`config.mk`:
```
export PLATFORM = sky130hd
export DESIGN_NAME = spi_stream_receiver
export DESIGN_NICKNAME = d
export VERILOG_FILES = /design/src/rtl/spi_stream_receiver_pkg.sv /design/src/rtl/spi_stream_receiver_fifo.sv /design/src/rtl/spi_stream_receiver.sv
export SDC_FILE = /design/constraint.sdc
export NUM_CORES = 1
export LEC_CHECK = 0
export CAP_MARGIN = 20
export CORE_UTILIZATION = 35
export DETAILED_ROUTE_END_ITERATION = 7
export GPL_TIMING_DRIVEN = 0
export PLACE_DENSITY = 0.46
export SLEW_MARGIN = 10
export SYNTH_ARGS = -nofsm -noshare
export SYNTH_HDL_FRONTEND = slang
export SYNTH_SLANG_ARGS = --single-unit
```
`constraint.sdc`:
```
create_clock -name clk -period 3.6 [get_ports clk]
set_clock_uncertainty 0.2 [all_clocks]
set_input_delay 0.72 -clock clk [delete_from_list [all_inputs] [get_ports clk]]
set_output_delay 0.72 -clock clk [all_outputs]
set_load 0.01 [all_outputs]
```
`src/rtl/spi_stream_receiver_pkg.sv`:
```
// Shared constants and types for the SPI-to-AXI-Stream receiver.
// Covers SPI mode, synchroniser depth, default word size and receiver FSM states.
package spi_stream_receiver_pkg;

    localparam bit SPI_CPOL = 1'b0;
    localparam bit SPI_CPHA = 1'b0;
    localparam int SYNC_STAGES = 2;
    localparam int DEFAULT_WORD_WIDTH = 16;
    localparam int AXIS_BUNDLE_W = DEFAULT_WORD_WIDTH + 1;

    typedef enum logic [1:0] {
        ST_IDLE,
        ST_RECEIVE,
        ST_FLUSH
    } rx_state_e;

    // Width of one FIFO entry: the data word plus its tlast flag.
    function automatic int bundle_width(input int word_width);
        return word_width + 1;
    endfunction

endpackage

```
`src/rtl/spi_stream_receiver_fifo.sv`:
```
// Synchronous first-word-fall-through FIFO with fill count and full/empty flags.
// Uses extended pointers, so full is "MSBs differ, rest equal" and empty is "pointers equal".
module stream_fifo #(
    parameter int WIDTH = 17,
    parameter int DEPTH = 32
) (
    input  logic                       clk,
    input  logic                       reset,
    input  logic                       push_i,
    input  logic [WIDTH-1:0]           data_i,
    input  logic                       pop_i,
    output logic [WIDTH-1:0]           data_o,
    output logic [$clog2(DEPTH):0]     count_o,
    output logic                       full_o,
    output logic                       empty_o
);

    localparam int ADDR_W = $clog2(DEPTH);
    localparam int PTR_W  = ADDR_W + 1;

    logic [WIDTH-1:0] mem_q [DEPTH];
    logic [PTR_W-1:0] wr_ptr_q, wr_ptr_d;
    logic [PTR_W-1:0] rd_ptr_q, rd_ptr_d;
    logic             wr_en;
    logic             rd_en;

    assign empty_o = (wr_ptr_q == rd_ptr_q);
    assign full_o  = (wr_ptr_q[ADDR_W] != rd_ptr_q[ADDR_W]) &&
                     (wr_ptr_q[ADDR_W-1:0] == rd_ptr_q[ADDR_W-1:0]);
    assign count_o = wr_ptr_q - rd_ptr_q;

    // A push into a full FIFO is still legal when the head is popped in the same cycle.
    assign wr_en = push_i && (!full_o || pop_i);
    assign rd_en = pop_i && !empty_o;

    assign wr_ptr_d = wr_en ? wr_ptr_q + PTR_W'(1) : wr_ptr_q;
    assign rd_ptr_d = rd_en ? rd_ptr_q + PTR_W'(1) : rd_ptr_q;

    // Head is shown combinationally; forced to zero while empty so outputs read 0 after reset.
    assign data_o = empty_o ? '0 : mem_q[rd_ptr_q[ADDR_W-1:0]];

    always_ff @(posedge clk) begin
        if (reset) begin
            wr_ptr_q <= '0;
            rd_ptr_q <= '0;
        end else begin
            wr_ptr_q <= wr_ptr_d;
            rd_ptr_q <= rd_ptr_d;
        end
    end

    always_ff @(posedge clk) begin
        if (wr_en) begin
            mem_q[wr_ptr_q[ADDR_W-1:0]] <= data_i;
        end
    end

endmodule

```
`src/rtl/spi_stream_receiver.sv`:
```
// SPI mode-0 slave that deserialises MSB-first words onto an AXI-Stream master port.
// One word is held in staging so tlast can be attached when chip select rises.
module spi_stream_receiver
    import spi_stream_receiver_pkg::*;
#(
    parameter int WORD_WIDTH         = DEFAULT_WORD_WIDTH,
    parameter int FIFO_DEPTH         = 32,
    parameter int ALMOST_FULL_MARGIN = 4
) (
    input  logic                  clk,
    input  logic                  reset,
    input  logic                  sck,
    input  logic                  mosi,
    input  logic                  csn,
    output logic                  miso,
    output logic                  m_axis_tvalid,
    input  logic                  m_axis_tready,
    output logic                  m_axis_tlast,
    output logic [WORD_WIDTH-1:0] m_axis_tdata,
    input  logic                  clearErrors,
    output logic                  overflow,
    output logic                  frameError
);

    localparam int BUNDLE_W = bundle_width(WORD_WIDTH);
    localparam int BC_W     = $clog2(WORD_WIDTH + 1);
    localparam int CNT_W    = $clog2(FIFO_DEPTH) + 1;
    localparam logic [BC_W-1:0]  LAST_BIT = BC_W'(WORD_WIDTH - 1);
    localparam logic [CNT_W-1:0] BUSY_LVL = CNT_W'(FIFO_DEPTH - ALMOST_FULL_MARGIN);

    // Index SYNC_STAGES-1 is the synchronised level; index SYNC_STAGES is the edge-detect stage.
    logic [SYNC_STAGES:0] sck_pipe_q, mosi_pipe_q, csn_pipe_q;
    logic sck_rise_q, csn_rise_q, csn_fall_q;
    logic mosi_bit;

    rx_state_e              state_q, state_d;
    logic [BC_W-1:0]        bit_count_q, bit_count_d;
    logic [WORD_WIDTH-1:0]  shift_q, shift_d;
    logic [WORD_WIDTH-1:0]  staged_q, staged_d;
    logic                   staged_valid_q, staged_valid_d;
    logic [WORD_WIDTH-1:0]  next_word;
    logic                   push;
    logic [BUNDLE_W-1:0]    push_data;
    logic                   frame_err_set;

    logic                   pop;
    logic [BUNDLE_W-1:0]    fifo_data;
    logic [CNT_W-1:0]       fifo_count;
    logic                   fifo_full;
    logic                   fifo_empty;
    logic                   drop;
    logic                   miso_q, overflow_q, frame_error_q;

    // Edge pulses are registered, so mosi takes one more stage to stay aligned with sck_rise_q.
    always_ff @(posedge clk) begin
        if (reset) begin
            sck_pipe_q  <= '0;
            mosi_pipe_q <= '0;
            csn_pipe_q  <= '0;
            sck_rise_q  <= 1'b0;
            csn_rise_q  <= 1'b0;
            csn_fall_q  <= 1'b0;
        end else begin
            sck_pipe_q  <= {sck_pipe_q[SYNC_STAGES-1:0], sck};
            mosi_pipe_q <= {mosi_pipe_q[SYNC_STAGES-1:0], mosi};
            csn_pipe_q  <= {csn_pipe_q[SYNC_STAGES-1:0], csn};
            sck_rise_q  <= sck_pipe_q[SYNC_STAGES-1] & ~sck_pipe_q[SYNC_STAGES];
            csn_rise_q  <= csn_pipe_q[SYNC_STAGES-1] & ~csn_pipe_q[SYNC_STAGES];
            csn_fall_q  <= ~csn_pipe_q[SYNC_STAGES-1] & csn_pipe_q[SYNC_STAGES];
        end
    end

    assign mosi_bit  = mosi_pipe_q[SYNC_STAGES];
    assign next_word = {shift_q[WORD_WIDTH-2:0], mosi_bit};

    always_comb begin
        state_d        = state_q;
        bit_count_d    = bit_count_q;
        shift_d        = shift_q;
        staged_d       = staged_q;
        staged_valid_d = staged_valid_q;
        push           = 1'b0;
        push_data      = '0;
        frame_err_set  = 1'b0;
        case (state_q)
            ST_IDLE: begin
                if (csn_fall_q) begin
                    state_d     = ST_RECEIVE;
                    bit_count_d = '0;
                end
            end
            ST_RECEIVE: begin
                if (sck_rise_q) begin
                    shift_d = next_word;
                    if (bit_count_q == LAST_BIT) begin
                        bit_count_d    = '0;
                        staged_d       = next_word;
                        staged_valid_d = 1'b1;
                        push           = staged_valid_q;
                        push_data      = {1'b0, staged_q};
                    end else begin
                        bit_count_d = bit_count_q + BC_W'(1);
                    end
                end
                // A rise landing with the final bit completes the word, so no frame error then.
                if (csn_rise_q) begin
                    state_d       = ST_FLUSH;
                    frame_err_set = (bit_count_d != '0);
                    bit_count_d   = '0;
                end
            end
            ST_FLUSH: begin
                push           = staged_valid_q;
                push_data      = {1'b1, staged_q};
                staged_valid_d = 1'b0;
                bit_count_d    = '0;
                state_d        = csn_fall_q ? ST_RECEIVE : ST_IDLE;
            end
            default: state_d = ST_IDLE;
        endcase
    end

    always_ff @(posedge clk) begin
        if (reset) begin
            state_q        <= ST_IDLE;
            bit_count_q    <= '0;
            shift_q        <= '0;
            staged_q       <= '0;
            staged_valid_q <= 1'b0;
        end else begin
            state_q        <= state_d;
            bit_count_q    <= bit_count_d;
            shift_q        <= shift_d;
            staged_q       <= staged_d;
            staged_valid_q <= staged_valid_d;
        end
    end

    assign pop  = m_axis_tvalid && m_axis_tready;
    assign drop = push && fifo_full && !pop;

    stream_fifo #(
        .WIDTH (BUNDLE_W),
        .DEPTH (FIFO_DEPTH)
    ) u_fifo (
        .clk     (clk),
        .reset   (reset),
        .push_i  (push),
        .data_i  (push_data),
        .pop_i   (pop),
        .data_o  (fifo_data),
        .count_o (fifo_count),
        .full_o  (fifo_full),
        .empty_o (fifo_empty)
    );

    // miso only moves between words so the host never sees it change mid-word.
    always_ff @(posedge clk) begin
        if (reset) begin
            miso_q        <= 1'b0;
            overflow_q    <= 1'b0;
            frame_error_q <= 1'b0;
        end else begin
            if (csn_pipe_q[SYNC_STAGES] || bit_count_q == '0) begin
                miso_q <= (fifo_count >= BUSY_LVL);
            end
            if (drop) begin
                overflow_q <= 1'b1;
            end else if (clearErrors) begin
                overflow_q <= 1'b0;
            end
            if (frame_err_set) begin
                frame_error_q <= 1'b1;
            end else if (clearErrors) begin
                frame_error_q <= 1'b0;
            end
        end
    end

    assign miso          = miso_q;
    assign overflow      = overflow_q;
    assign frameError    = frame_error_q;
    assign m_axis_tvalid = !fifo_empty;
    assign m_axis_tlast  = fifo_data[BUNDLE_W-1];
    assign m_axis_tdata  = fifo_data[WORD_WIDTH-1:0];

endmodule
```
# Word-level counts from Yosys, hierarchy flattened

Memories as Yosys holds them, arrays and structs flattened. A register that Yosys moved wholly into a read port is not among the register bits.
Cells that the tools add are included.

Bits in read-only memories: 0
Output and inout bits: 21
Memory bits (writable): 544
Bits in latches: 0
Word-level logic and storage cells: 90
Bits of input ports: 7
Bits in registers: 66
Memories kept: 1

Reductions and logical operators: 23
Equality and inequality tests: 10
Magnitude comparators: 1
Mux-type cells: 29
Add/subtract/negate cells: 4
Divide/modulo/power cells: 0
Multiply operators: 0
Shift operators: 0
Bitwise gates (word level): 6

Memory list:

| memory       | words | width | rd ports | clocked after memory_dff | write ports | line                           | text |
|---|---|---|---|---|---|---|---|
| u_fifo.mem_q | 32    | 17    | 1        | 1                        | 1           | spi_stream_receiver_fifo.sv:21 | `logic [WIDTH-1:0] mem_q [DEPTH];` |

Operator list:

| operator              | count |
|---|---|
| $mux W5               | 7 |
| $pmux W17 S2          | 1 |
| $mux W16              | 2 |
| $mux W17              | 1 |
| $pmux W5 S3           | 1 |
| $add A6 B1 Y6 const B | 2 |
| $mux W1               | 12 |
| $ne A2 B2 Y1 const B  | 4 |
| $eq A6 B6 Y1          | 1 |
| $ge A6 B5 Y1 const B  | 1 |
| $logic_and A1 B1 Y1   | 6 |
| $pmux W2 S3           | 1 |
| $reduce_and A2 Y1     | 3 |
| $reduce_and A3 Y1     | 2 |
| $reduce_bool A2 Y1    | 3 |
| $sub A6 B6 Y6         | 1 |
| $add A5 B1 Y5 const B | 1 |
| $eq A5 B4 Y1 const B  | 1 |
| $eq A5 B5 Y1          | 1 |
| $logic_not A5 Y1      | 1 |
| $reduce_bool A5 Y1    | 1 |
| $mux W2               | 2 |
| $pmux W1 S2           | 2 |
| $and A1 B1 Y1         | 3 |
| other kinds (8)       | 13 |

# Logic depth before layout (Yosys ltp)

Gate-level depths: netlist (run 1).

Depth after elaboration: 8
Depth in mapped cells: 9
Depth with buffers taken out: 8

# By module

From an unflattened synthesis (run 1), not the netlist that was laid out.

Cells, all modules: 1,379
Area, all modules: 24,275.8 um^2

By module, submodules not included:

| module              | area an instance (um^2) | instances | cells an instance | seq. area each (um^2) |
|---|---|---|---|---|
| stream_fifo         | 21,996.1                | 1         | 1,108             | 16,676.0 |
| spi_stream_receiver | 2,279.7                 | 1         | 271               | 1,081.0 |

# Worst setup path before layout (run 1)

No wires, ideal clock.

Path type: register -> register
From: reg bit_count_q[0]
To: mem u_fifo.mem_q[30][0] (enable)
Arrival: 2,384 ps
Period minus slack after synthesis: 2,975 ps
Buffers on the path: 1
Data required time: 3,009 ps
Stages on the path, launching flop included: 8
Slack: 625 ps
Library setup time: 391 ps
Path through: dfxtp_1 -> ha_1 -> nand4_2 -> nor3b_4 -> o2111a_1 -> buf_4 -> nand2_1 -> nor2_1

Longest elaborated chain between the ends: 7

Ends and longest elaborated chain:

| what                          | line                           | text |
|---|---|---|
| start, declared               | spi_stream_receiver.sv:37      | `logic [BC_W-1:0] bit_count_q, bit_count_d;` |
| start signal, assigned        | spi_stream_receiver.sv:132     | `bit_count_q <= bit_count_d;` |
| $eq A5 B4 Y1                  | spi_stream_receiver.sv:95      | `if (bit_count_q == LAST_BIT) begin` |
| $mux W1                       | spi_stream_receiver.sv:95      |  |
| $mux W1                       | spi_stream_receiver.sv:93      | `if (sck_rise_q) begin` |
| $pmux W1 S2                   | spi_stream_receiver.sv:85      | `case (state_q)` |
| $logic_and A1 B1 Y1           | spi_stream_receiver_fifo.sv:33 | `assign wr_en = push_i && (!full_o \|\| pop_i);` |
| $mux W1                       | spi_stream_receiver_fifo.sv:53 | `if (wr_en) begin` |
| $mux W1 (implied by the code) | spi_stream_receiver_fifo.sv:54 | `mem_q[wr_ptr_q[ADDR_W-1:0]] <= data_i;` |
| end, declared                 | spi_stream_receiver_fifo.sv:21 |  |

No other way between the ends.

==> impl_metrics.csv, run 1 <==
group,metric,value,unit
floorplan,die_x,264,µm
logic_synthesis,ys_top_cells_by_area,"edfxtp_1 68%, mux4_2 9.5%, dfxtp_1 5.9%",
min_path,worstHoldPathType,"flip-flop to flip-flop",
min_path,hold_path_end,"sck_rise_q",
sta,hold_viol,0,
cts,htree_levels,3,
logic_synthesis,synth_warnings,0,
worst_setup_path,slowest_stage,"a2111oi_4",
cts,clock_latency,0.60,ns
logic_synthesis,netlist_area,24100,µm²
routing,first_pass_iters,5,
cts,clkSlewWorstSetupHoldPaths,0.06,ns
logic_synthesis,syn_area_per_cell,18.2,µm²
cts,cts_tree,"built",
global_route,grt_pass1_wl,94500,µm
flow_run,maxCapViolations,0,
sta,post-route-period-util,102,%
global_route,grt_start_max_net_pins,33,
floorplan,ioPinCount,28,
worst_setup_path,r2r_slack,0.20,ns
finish,area_growth,25.4,%
logic_synthesis,synth_top_cell_area_share,67.9,%
placement,io_buffer_count,27,
logic_synthesis,synth_area_leader_cell,"edfxtp_1",
worst_setup_path,critPathKind,"flip-flop to output port",
worst_setup_path,ff2ff_path_depth,8,
placement,placed_cell_area,26200,µm²
placement,hpwl,42400,µm
worst_setup_path,startpoint_type,"flip-flop",
logic_synthesis,yosysUniqueCellTypes,59,
status,status,"complete, but fails checks",
routing,detail_route.wl_per_cell,27.3,µm
worst_setup_path,timing.rr.end,"u_fifo.mem_q[5][13]",
global_route,met1_usage,26.5,%
placement,pre_cts_ws,-1.08,ns
floorplan,dieArea,69800,µm²
sta,relSlewSlack,38.1,%
logic_synthesis,synth_most_common_cell,"edfxtp_1",
worst_setup_path,crit_fanout,5,
floorplan,die_y,264,µm
global_route,met3_usage,2.84,%
sta,slew_viol_final,0,
worst_setup_path,path_buf_inv,5,
logic_synthesis,yosysSeqAreaShare,73.8,%
status,violations,"negative setup slack",
sta,fin_ws,-0.0866,ns
logic_synthesis,synthArstFlopShare,0,%
sta,setup_viol,5,
power_and_ir_drop,p_leak,10.4,nW
min_path,hold_start,"sck_pipe_q[2]",
routing,routed_wirelength,66100,µm
routing,drc_errors,0,
finish,fin_util,44.6,%
global_route,grt_overflow_total,0,
logic_synthesis,synth-edff-count,544,
sta,tightest_slew,0.928,ns
global_route,antenna_found_initial,5,
global_route,globalRouteTotalUtil,19.1,%
cts,hold_buffers,0,
cts,cts_num_sinks,615,
sta,period_needed,3.69,ns
min_path,whs_path_depth,1,
worst_setup_path,critPathTopFamily,"buffers and inverters",
worst_setup_path,cp.required,2.68,ns
floorplan,rows,95,
power_and_ir_drop,ir_worst_vdd,0.000330,V
finish,layout-drive-gt1-share,33.2,%
logic_synthesis,synth_top_cells_by_count,"544 x edfxtp_1, 103 x mux2i_1, 102 x mux4_2, 79 x nand2_1, 71 x dfxtp_1",
power_and_ir_drop,p_per_area,472,nW/µm²
routing,ant_nets,0,
worst_setup_path,cp-end-kind,"output port",
worst_setup_path,rr_startpoint,"bit_count_q[0]",
finish,fin_area,30200,µm²
logic_synthesis,syn_inst,1324,
worst_setup_path,arrival,2.77,ns
routing,drt-initial-drc-count,872,
global_route,busiest_layer,"met2",
worst_setup_path,max_stage_delay,0.56,ns
routing,vias,12678,
sta,rsz0062_at_grt,"true",
floorplan,core-area,67600,µm²
worst_setup_path,path_cells,"clkbuf_16 > buf_8 > buf_16 > buf_4 > mux4_2 > mux2i_4 > a2111oi_4 > buf_2",
sta,fmax,0.271,GHz
logic_synthesis,ys_ff_latch,615,
finish,nNetsFinal,1524,
global_route,met2_usage,30.3,%
logic_synthesis,synth_ff_type,"edfxtp_1",
placement,place.gp.congestion,0.798,
cts,cts-root-buf,"clkbuf_16",
logic_synthesis,syn-num-nets,1348,
routing,viasPerCell,5.23,
cts,clockBufferDepth,3,
global_route,grt_pass1_vias,13005,
floorplan,initial_utilization,35.6,%
cts,numCtsBuffers,69,
[worst max path at each step]
stage | cells after the start | endpoint | start | slack, ns
2_1_floorplan | 7 | u_fifo.mem_q[30][0] | bit_count_q[0] | 0.63
3_3_place_gp | 8 | m_axis_tdata[10] | flip-flop | -1.82
3_5_place_dp | 10 | m_axis_tdata[14] | u_fifo.rd_ptr_q[2] | -1.08
4_1_cts | 8 | u_fifo.mem_q[20][4] | bit_count_q[0] | -0.12
5_1_grt | 9 | m_axis_tdata[8] | flip-flop | -0.12
6_report | 8 | m_axis_tdata[8] | flip-flop | -0.09
[metal layers]
layer / share of wire [%] / vias up
met1: 45 / 6624
li1: - / 5666
met5: 0 / -
met2: 48 / 303
met3: 4.4 / 85
met4: 3.0 / 0
[report_power, final]
| group | internal [mW] | total, mW | switching [mW] |
|---|---|---|---|
| clock | 3.80 | 6.54 | 2.74 |
| sequential | 7.65 | 7.65 | 0.00221 |
| combinational | 0.0135 | 0.0376 | 0.0240 |
[worst reg2reg max path: cells and delay by family (launching register included)]
family,cells,cell delay (ns)
simple gates,4,1.58
flops,1,0.40
buf+inv,2,0.39
fa+ha+maj,1,0.29
compound gates,1,0.25
[per-stage QoR]
step	TNS [ns]	instances	power [mW]	hold slack [ns]
after detailed placement	-45.70	2262	7.84	0.179
after global placement	-577.40	2224	7.84	0.172
after global routing	-0.811	2421	14.6	0.203
after floorplan	0	1324	7.82	0.167
final	-0.182	2422	14.2	0.186
after CTS	-9.11	2409	14.4	0.188
[cells by family after synthesis]
family | after synthesis | synth area share [%]
fa+ha+maj | 17 | 0.884
compound gates | 165 | 4.78
mux | 207 | 13.9
flops | 615 | 73.8
buf+inv | 93 | 1.86
xor+xnor | 10 | 0.364
simple gates | 217 | 4.39
[layout make-up]
class / count / area (µm²)
Fill cell: 5823 / 37500
Sequential cell: 615 / 17800
Multi-Input combinational cell: 617 / 6790
Clock buffer: 93 / 1880
Timing Repair Buffer: 107 / 1490
Tap cell: 873 / 1090
Buffer: 72 / 880
Clock inverter: 25 / 183
Inverter: 18 / 80.1
Antenna cell: 2 / 5.00
[what timing repair did]
action | CTS | global route
setup endpoints to repair | 173 | 503
gates resized for setup | 339 | 56
cloned | 6 | 6
buffers inserted | 26 | 5
pin swaps | 28 | 26
[state kept, by name (all words and copies together) (netlist names), named ones only]
register / cells
bit_count_q: 5
csn_fall_q: 1
csn_pipe_q: 3
csn_rise_q: 1
frameError: 1
miso: 1
mosi_pipe_q: 3
overflow: 1
sck_pipe_q: 3
sck_rise_q: 1
shift_q: 15
staged_q: 16
staged_valid_q: 1
state_q: 2
u_fifo.mem_q: 544
u_fifo.rd_ptr_q: 6
u_fifo.wr_ptr_q: 6
[layout by cell type, fill, tap and decap left out, types with 22 or more instances in the layout]
master	instances
dfxtp_1	61
mux4_2	102
a21oi_1	44
a22oi_2	22
nand2_1	75
buf_12	24
buf_8	35
clkbuf_1	36
mux2i_1	84
clkbuf_16	79
buf_4	22
edfxtp_1	544
Power figures use the tool's default switching activity.
==> run 2: changes to the inputs <==
- ABC_AREA: default -> 1
==> run 2 against run 1 <==
  * The run now ends clean
  * Fmax grew 3.7%
  * Die area increased by 4.9%
  * Clock-buffer cell count down 1
  * Via count up 39%
  * Cell area rose by 1.8%
  * Register-to-register slack improved by 0.14 ns
  * Synthesized cell count increased by 74%
  * Power increased by 11%
  * Largest cell class unchanged
  * Highest routed layer unchanged
==> impl_metrics.csv, run 2 <==
group,metric,value,unit
status,status,"finished clean",
sta,rsz0062_at_grt,"true",
worst_setup_path,cp-end-kind,"output port",
logic_synthesis,synthArstFlopShare,0,%
worst_setup_path,arrival,2.63,ns
power_and_ir_drop,pwr-share-comb,6.2,%
sta,slew_viol_final,0,
power_and_ir_drop,power_switching,3.55,mW
sta,hold_viol,0,
worst_setup_path,slowest_stage,"clkbuf_1",
worst_setup_path,cp.required,2.68,ns
global_route,grt_start_max_net_pins,33,
floorplan,die_y,271,µm
power_and_ir_drop,seqPwrFrac,48.7,%
power_and_ir_drop,p_per_area,512,nW/µm²
logic_synthesis,synth_top_cells_by_count,"741 x nand2_1, 544 x edfxtp_1, 420 x nand3_1, 129 x nor2_1, 77 x inv_1",
sta,relSlewSlack,35.5,%
cts,clockBufferDepth,3,
worst_setup_path,crit_fanout,10,
sta,hold_ws,0.191,ns
finish,nNetsFinal,2504,
finish,layout-drive-gt1-share,17.7,%
routing,viasPerCell,5.05,
finish,seqCellArea,17800,µm²
routing,drc_errors,0,
worst_setup_path,startpoint_type,"flip-flop",
finish,mostFrequentLayoutCells,"724 x nand2_1, 544 x edfxtp_1, 401 x nand3_1",
placement,io_buffer_count,26,
cts,cts_num_sinks,615,
min_path,worstHoldPathType,"flip-flop to flip-flop",
logic_synthesis,syn_inst,2307,
worst_setup_path,critPathKind,"flip-flop to output port",
sta,post-route-period-util,98.7,%
logic_synthesis,syn_area_per_cell,10.9,µm²
routing,routed_wirelength,80800,µm
logic_synthesis,yosysSeqAreaShare,70.3,%
worst_setup_path,max_stage_delay,0.59,ns
cts,htree_levels,3,
logic_synthesis,ys_ff_latch,615,
sta,setup_viol,0,
cts,numCtsBuffers,68,
power_and_ir_drop,clock_power_share,45.1,%
logic_synthesis,synth_ff_type,"edfxtp_1",
power_and_ir_drop,ir_worst_vdd,0.000300,V
cts,clock_latency,0.61,ns
logic_synthesis,synth_top_cell_area_share,64.7,%
worst_setup_path,critPathMostFrequentCell,"nand2_1",
global_route,grt_pass1_vias,16987,
floorplan,initial_utilization,35.3,%
floorplan,core-area,71500,µm²
logic_synthesis,netlist_area,25300,µm²
flow_run,maxCapViolations,0,
finish,largest_register_ffs,544,
power_and_ir_drop,power.internal,12.2,mW
finish,fill_cells,6642,
logic_synthesis,ys_top_cells_by_area,"edfxtp_1 65%, nand2_1 11%, nand3_1 8.3%",
power_and_ir_drop,p_leak,10.8,nW
cts,cts-root-buf,"clkbuf_16",
routing,first_pass_iters,6,
placement,place.gp.congestion,0.891,
sta,period_needed,3.55,ns
global_route,globalRouteTotalUtil,22.0,%
global_route,grt_pass1_wl,117000,µm
global_route,antenna_found_initial,0,
floorplan,rows,98,
logic_synthesis,synth_most_common_cell,"nand2_1",
finish,multi_input_area,7100,µm²
logic_synthesis,synth_area_leader_cell,"edfxtp_1",
floorplan,dieArea,73200,µm²
sta,fmax,0.281,GHz
cts,clkSlewWorstSetupHoldPaths,0.06,ns
sta,timing.setup.tns,0,ns
sta,tightest_slew,0.962,ns
routing,vias,17572,
finish,area_growth,21.6,%
global_route,grt_overflow_total,0,
logic_synthesis,syn-num-nets,2331,
finish,layout_commonest_cell,"nand2_1",
finish,diodes,0,
cts,cts_tree,"built",
logic_synthesis,synth_warnings,0,
routing,ant_nets,0,
routing,detail_route.wl_per_cell,23.2,µm
worst_setup_path,path_cells,"inv_1 > clkbuf_1 > nand2_1 > nand3_2 > nand2_1 > nor2_2 > clkdlybuf4s15_2",
floorplan,ioPinCount,28,
placement,hpwl,56500,µm
cts,hold_buffers,0,
power_and_ir_drop,sw_frac_of_total,22.5,%
logic_synthesis,synth-edff-count,544,
routing,drt-initial-drc-count,1882,
logic_synthesis,yosysUniqueCellTypes,35,
floorplan,die_x,271,µm
[run 2: changes by cell type after synthesis, sizes merged, moves of 35 or more]
cell	previous run	this run
nand3	11	421
nor2	54	131
o21ai	6	52
mux4	102	0
buf	46	93
nand2	80	747
inv	18	82
a22oi	35	0
mux2i	103	0
[run 2: what timing repair did]
action                     CTS  global route
pin swaps                    9            10
gates resized for setup    206            82
cloned                       0             3
setup endpoints to repair   18            40
buffers inserted             1             1
hold endpoints to repair     0             0
[run 2: cell families after synthesis]
| family | Yosys count | share of synthesized area [%] |
|---|---|---|
| xor+xnor | 7 | 0.273 |
| flops | 615 | 70.3 |
| compound gates | 121 | 2.53 |
| buf+inv | 216 | 3.77 |
| simple gates | 1331 | 22.3 |
| fa+ha+maj | 17 | 0.842 |
[run 2: worst max-delay path: cells and delay by family (launching register included)]
| family | cells | cell delay [ns] |
|---|---|---|
| buf+inv | 3 | 1.02 |
| flops | 1 | 0.35 |
| simple gates | 4 | 0.65 |
[run 2: path summary, 6_finish.rpt]
check | startpoint | endpoint | slack, ns | cells past startpoint
max reg2reg | state_q[1] | u_fifo.mem_q[5][12] | 0.34 | 12
max | flip-flop | m_axis_tdata[7] | 0.05 | 7
min | sck_pipe_q[2] | sck_rise_q | 0.19 | 1
min reg2reg | sck_pipe_q[2] | sck_rise_q | 0.19 | 1
[run 2: layer usage]
| metal | vias to the layer above | wire length [µm] | GRT usage [%] |
|---|---|---|---|
| met1 | 8597 | 36400 | 30.9 |
| met2 | 562 | 37200 | 35.1 |
| met3 | 103 | 5370 | 3.68 |
| met4 | 0 | 1860 | 6.20 |
| met5 | - | 0 | 0 |
| li1 | 8310 | - | - |
[run 2: cell type report]
cell class,count,area share (%)
Timing Repair Buffer,103,3.62
Clock buffer,92,6.18
Inverter,84,1.06
Clock inverter,28,1.13
Tap cell,950,3.87
Multi-Input combinational cell,1476,23.1
Buffer,132,3.19
Sequential cell,615,57.8
[run 2: metrics by stage]
step / setup slack (ns) / instance area, µm² / power [mW] / utilization (%) / instances
floorplan: 0.404 / 25300 / 8.32 / - / 2307
global placement: -2.78 / 26700 / 8.67 / 37.3 / 3283
detailed placement: -0.496 / 27700 / 8.68 / 38.8 / 3355
CTS: -0.0201 / 30400 / 15.8 / 42.6 / 3476
global route: 0.00400 / 30700 / 16.2 / 43.0 / 3480
finish: 0.0459 / 30700 / 15.7 / 43.0 / 3480
[run 2: power by group through the flow]
stage	Clock (mW)	Sequential, mW	Combinational [mW]
2_1_floorplan	0	7.81	0.510
3_3_place_gp	0	7.81	0.856
3_5_place_dp	0	7.81	0.862
4_1_cts	7.19	7.66	0.933
5_1_grt	7.44	7.66	1.06
6_report	7.10	7.66	0.975
